**src/rtl/apb_slave_array.sv**
```systemverilog
// APB slave responder bank: NUM_SLAVES select lines, each backed by a DEPTH-word
// register file, with programmable wait states, byte strobes, pslverr and a sticky protocol flag.
module apb_slave_array #(
  parameter int NUM_SLAVES  = 4,
  parameter int ADDR_W      = 32,
  parameter int DATA_W      = 32,
  parameter int DEPTH       = 16,
  parameter int WAIT_CYCLES = 0
) (
  input  logic                    clock,
  input  logic                    reset,
  input  logic [NUM_SLAVES-1:0]   pselx,
  input  logic                    penable,
  input  logic                    pwrite,
  input  logic [ADDR_W-1:0]       paddr,
  input  logic [DATA_W-1:0]       pwdata,
  input  logic [DATA_W/8-1:0]     pstrb,
  output logic [DATA_W-1:0]       prdata,
  output logic                    pready,
  output logic                    pslverr,
  output logic                    proto_err
);

  localparam int NB = DATA_W / 8;
  localparam int BL = $clog2(NB);
  localparam int IW = $clog2(DEPTH);
  localparam int SW = (NUM_SLAVES > 1) ? $clog2(NUM_SLAVES) : 1;
  localparam logic [ADDR_W-1:0] SPAN      = ADDR_W'(DEPTH * NB);
  localparam logic [ADDR_W-1:0] LANE_MASK = ADDR_W'(NB - 1);

  // Handshake: a transfer is set up on an edge with |pselx & !penable and
  // completes on the edge where penable & pready are both high.
  typedef enum logic [1:0] {S_IDLE, S_WAIT, S_READY} state_t;

  state_t                state, state_n;
  logic [DATA_W-1:0]     mem [NUM_SLAVES][DEPTH];

  logic [SW-1:0]         cur_slave, cur_slave_n;
  logic                  cur_err, cur_err_n;
  logic [NUM_SLAVES-1:0] lat_psel, lat_psel_n;
  logic [ADDR_W-1:0]     lat_addr, lat_addr_n;
  logic                  lat_write, lat_write_n;
  logic [3:0]            cnt, cnt_n;
  logic [DATA_W-1:0]     prdata_n;
  logic                  pready_n, pslverr_n, proto_n;
  logic                  mem_we;

  logic [SW-1:0]         dec_slave;
  logic [IW-1:0]         dec_idx, cur_idx;
  logic                  dec_err, multi, changed;

  assign cur_idx = lat_addr[BL +: IW];

  always_comb begin
    dec_slave = '0;
    for (int i = 0; i < NUM_SLAVES; i++)
      if (pselx[i]) dec_slave = SW'(i);
    multi   = (pselx & (pselx - 1'b1)) != '0;
    dec_idx = paddr[BL +: IW];
    dec_err = multi || ((paddr & LANE_MASK) != '0) || (paddr >= SPAN);
  end

  always_comb begin
    state_n     = state;
    cur_slave_n = cur_slave;
    cur_err_n   = cur_err;
    lat_psel_n  = lat_psel;
    lat_addr_n  = lat_addr;
    lat_write_n = lat_write;
    cnt_n       = cnt;
    prdata_n    = prdata;
    pready_n    = pready;
    pslverr_n   = pslverr;
    proto_n     = proto_err;
    mem_we      = 1'b0;
    // A dropped select also shows up as a change against the latched select.
    changed = (pselx != lat_psel) || (paddr != lat_addr) || (pwrite != lat_write);

    case (state)
      S_IDLE: begin
        if (penable) begin
          proto_n = 1'b1;
        end else if (|pselx) begin
          cur_slave_n = dec_slave;
          cur_err_n   = dec_err;
          lat_psel_n  = pselx;
          lat_addr_n  = paddr;
          lat_write_n = pwrite;
          cnt_n       = 4'(WAIT_CYCLES);
          if (WAIT_CYCLES == 0) begin
            state_n   = S_READY;
            pready_n  = 1'b1;
            pslverr_n = dec_err;
            prdata_n  = (!dec_err && !pwrite) ? mem[dec_slave][dec_idx] : '0;
          end else begin
            state_n = S_WAIT;
          end
        end
      end
      S_WAIT: begin
        if (changed) begin
          state_n = S_IDLE;
          proto_n = 1'b1;
        end else if (penable) begin
          cnt_n = cnt - 4'd1;
          if (cnt == 4'd1) begin
            state_n   = S_READY;
            pready_n  = 1'b1;
            pslverr_n = cur_err;
            prdata_n  = (!cur_err && !lat_write) ? mem[cur_slave][cur_idx] : '0;
          end
        end
      end
      S_READY: begin
        if (changed) begin
          state_n   = S_IDLE;
          pready_n  = 1'b0;
          pslverr_n = 1'b0;
          prdata_n  = '0;
          proto_n   = 1'b1;
        end else if (penable) begin
          state_n   = S_IDLE;
          pready_n  = 1'b0;
          pslverr_n = 1'b0;
          prdata_n  = '0;
          mem_we    = lat_write && !cur_err;
        end
      end
      default: state_n = S_IDLE;
    endcase
  end

  always_ff @(posedge clock or posedge reset) begin
    if (reset) begin
      state     <= S_IDLE;
      cur_slave <= '0;
      cur_err   <= 1'b0;
      lat_psel  <= '0;
      lat_addr  <= '0;
      lat_write <= 1'b0;
      cnt       <= '0;
      prdata    <= '0;
      pready    <= 1'b0;
      pslverr   <= 1'b0;
      proto_err <= 1'b0;
    end else begin
      state     <= state_n;
      cur_slave <= cur_slave_n;
      cur_err   <= cur_err_n;
      lat_psel  <= lat_psel_n;
      lat_addr  <= lat_addr_n;
      lat_write <= lat_write_n;
      cnt       <= cnt_n;
      prdata    <= prdata_n;
      pready    <= pready_n;
      pslverr   <= pslverr_n;
      proto_err <= proto_n;
    end
  end

  always_ff @(posedge clock or posedge reset) begin
    if (reset) begin
      for (int s = 0; s < NUM_SLAVES; s++)
        for (int d = 0; d < DEPTH; d++)
          mem[s][d] <= '0;
    end else if (mem_we) begin
      for (int b = 0; b < NB; b++)
        if (pstrb[b]) mem[cur_slave][cur_idx][8*b +: 8] <= pwdata[8*b +: 8];
    end
  end

endmodule

```
**config.mk**
```make
export PLATFORM = sky130hd
export DESIGN_NAME = apb_slave_array
export DESIGN_NICKNAME = d
export VERILOG_FILES = /design/src/rtl/apb_slave_array.sv
export SDC_FILE = /design/constraint.sdc
export NUM_CORES = 2
export LEC_CHECK = 0
export CORE_MARGIN = 2
export CORE_UTILIZATION = 57
export DETAILED_ROUTE_END_ITERATION = 16
export PLACE_DENSITY_LB_ADDON = 0.08
export SKIP_CTS_REPAIR_TIMING = 1
export SLEW_MARGIN = 10
export SYNTH_ARGS = -nofsm -noshare
export SYNTH_HDL_FRONTEND = slang
export SYNTH_SLANG_ARGS = --single-unit
```
**constraint.sdc**
```tcl
create_clock -name clock -period 66.2 [get_ports clock]
set_input_delay 6.62 -clock clock [delete_from_list [all_inputs] [get_ports clock]]
set_output_delay 6.62 -clock clock [all_outputs]
set_load 0.005 [all_outputs]
```
==> results_dict.tcl <==
set metrics [dict create \
    crit_arrival_ns 12.68 \
    synthArstFlopShare_pct 100 \
    synth_commonest_cells "dfrtp_1, mux2_2, mux2i_1" \
    synthCells 7697 \
    placementRows 155 \
    hold_class "reg2reg" \
    hold-worst-slack_ns 0.484 \
    status "complete, no violations" \
    antenna_left 0 \
    grt_antenna_before_repair 9 \
    grt_max_degree 183 \
    yosysMostFrequentCell "dfrtp_1" \
    synth.avg_cell_area_um2 13.2 \
    combPwrFrac_pct 6.7 \
    core_area_um2 178000 \
    min_from "mem[638]$_DFFE_PP0P_" \
    dp.cells 9728 \
    cts_root_buf "clkbuf_16" \
    gp_congestion 0.875 \
    port-buffer-count 110 \
    ys_ff_latch 2123 \
    p_int_mw 2.07 \
    drive_gt1_share_pct 36.4 \
    wire_per_inst_um 29.5 \
    end_kind "async pin" \
    clk_path_buf_depth 3 \
    synth_edf_count 0 \
    area_growth_pct 9.75 \
    ios 111 \
    crit_fanout 182 \
    finalSetupViolations 0 \
    p_sw_uw 675 \
    clock_sinks 2123 \
    cts_max_level 4 \
    pwr_density_cell_nw_per_um2 24.6 \
    pwr-share-seq_pct 47.6 \
    r2r_slack_ns 60.44 \
    r2r_start "lat_addr[5]$_DFFE_PP0P_" \
    rsz0062_at_grt "no" \
    wl_mm 299 \
    insertion_delay_ns 0.88 \
    slew_headroom_pct 14.0 \
    grt_usage_pct 33.1 \
    synth_ff_type "dfrtp_1" \
    synthTopCellsByArea "dfrtp_1, mux2_2, mux2i_1" \
    critPathKind "in2async" \
    clkPwrFrac_pct 45.7 \
    hold_violations 0 \
    yosysUniqueCellTypes 68 \
    vdd_drop_max_uv 24.6 \
    fin_crit_sh_pct 17.8 \
    start_kind "primary input" \
    place_ws_ns 53.30 \
    skew_ns 0.0314 \
    setup_slack_ns 54.39 \
    synth.top_cell.area_share_pct 52.2 \
    fin_util_pct 62.8 \
    yosysTopAreaCell "dfrtp_1" \
    drt_iter0_drc 5344 \
    dpl_cell_area_um2 104000 \
    drv_cap 0 \
    fin_area_um2 112000 \
    fmax_mhz 84.7 \
    numCtsBuffers 220 \
    dieWidth_um 427 \
    power_mw 2.75 \
    synth_area_um2 102000 \
    num_vias 65204 \
    critPathRequiredTime_ns 67.07 \
    design.die.area_um2 182000 \
    switching_share_pct 24.6 \
    r2r-end "mem[960]$_DFFE_PP0P_" \
    synth_nets 7773 \
    worstMarginPinSlew_ns 1.29 \
    drc 0 \
    start_util_pct 57.2 \
    clk_pin_slew_ns 0.06 \
    grt_pass1_vias 65887 \
    finalMaxSlewViolations 0 \
    grt_overflow 0 \
    vias_per_cell 6.44 \
    rr_worst_depth 10 \
    grt_pass1_wl_mm 446 \
    yosysWarnings 0 \
    dp_hpwl_mm 185 \
    tns_ns 0 \
    min_path_cells 1 \
    cts_tree "built" \
    min_to "mem[638]$_DFFE_PP0P_" \
    finalNonFillerCells 10130 \
    drt_pass1_iterations 6 \
    seq_area_frac_synth_pct 52.2 \
    layout_min_cycle_time_ns 11.81 \
    die_y_um 427 \
    p_leak_nw 54.6 \
    nets 7671 \
]
## power groups by stage
stage	combinational (mW)	clock, mW	sequential (mW)
final	0.184	1.26	1.31
after global routing	0.195	1.33	1.31
after CTS	0.183	1.27	1.31
after detailed placement	0.182	0	1.33
after global placement	0.181	0	1.33
after floorplan	0.111	0	1.33
## layout by cell type (no fill, tap or decap), types with 68 or more instances in the layout
master / count
o221ai_1: 97
dfrtp_1: 2123
o21ai_0: 310
clkbuf_16: 222
a211oi_1: 68
buf_4: 163
nor2_1: 68
o22ai_1: 68
nand2_1: 419
mux2_1: 298
mux2_2: 1933
nand3_4: 210
a21oi_1: 312
o211ai_1: 99
clkdlybuf4s50_1: 71
nand3_1: 68
mux2i_1: 460
## area by class of cell
class	count	area [um2]
diodes	3	7.51
inverters	7	46.3
flip-flops and latches	2123	53100
multi-input cells	4961	45900
well taps	2355	2950
clock inverters	56	691
fillers	13656	66100
clock buffers	343	6610
repair buffers	282	2360
## worst max-delay path by stage
stage                     start                     to  slack, ns  cells after the start
after detailed placement  reset  mem[1432]$_DFFE_PP0P_      53.30                      8
after floorplan           reset    cur_err$_DFFE_PP0P_      30.09                      1
after global placement    reset  mem[1432]$_DFFE_PP0P_      53.45                      8
final                     reset  mem[1369]$_DFFE_PP0P_      54.39                      8
after global routing      reset  mem[1434]$_DFFE_PP0P_      53.57                      8
after CTS                 reset  mem[1433]$_DFFE_PP0P_      54.18                      8
## layer usage
layer	GRT usage [%]	wire length, um	vias up
li1	-	-	28109
met1	46.1	130000	34589
met2	51.1	137000	1993
met3	5.98	19000	511
met4	14.1	13800	2
met5	0	11	-
## sequential cells by signal, indices dropped and copies added, names as in the netlist
signal,cells
lat_psel,4
lat_addr,32
prdata,32
lat_write,1
mem,2048
pslverr,1
cur_err,1
pready,1
proto_err,1
cur_slave,2
## worst max-delay path: stages
cell,delay (ns)
clkdlybuf4s50_1,0.44
clkinvlp_4,0.51
buf_4,0.80
buf_12,0.65
buf_4,0.72
buf_12,0.63
buf_4,0.86
buf_4,0.85
## logic make-up after synthesis
logic type	share of synthesized area, %
AO/OA/AOI/OAI	6.94
XOR/XNOR	0.318
buffers and inverters	2.89
flip-flops	52.2
multiplexers	30.0
AND/OR/NAND/NOR	7.66
(Power assumes the default switching activity.)
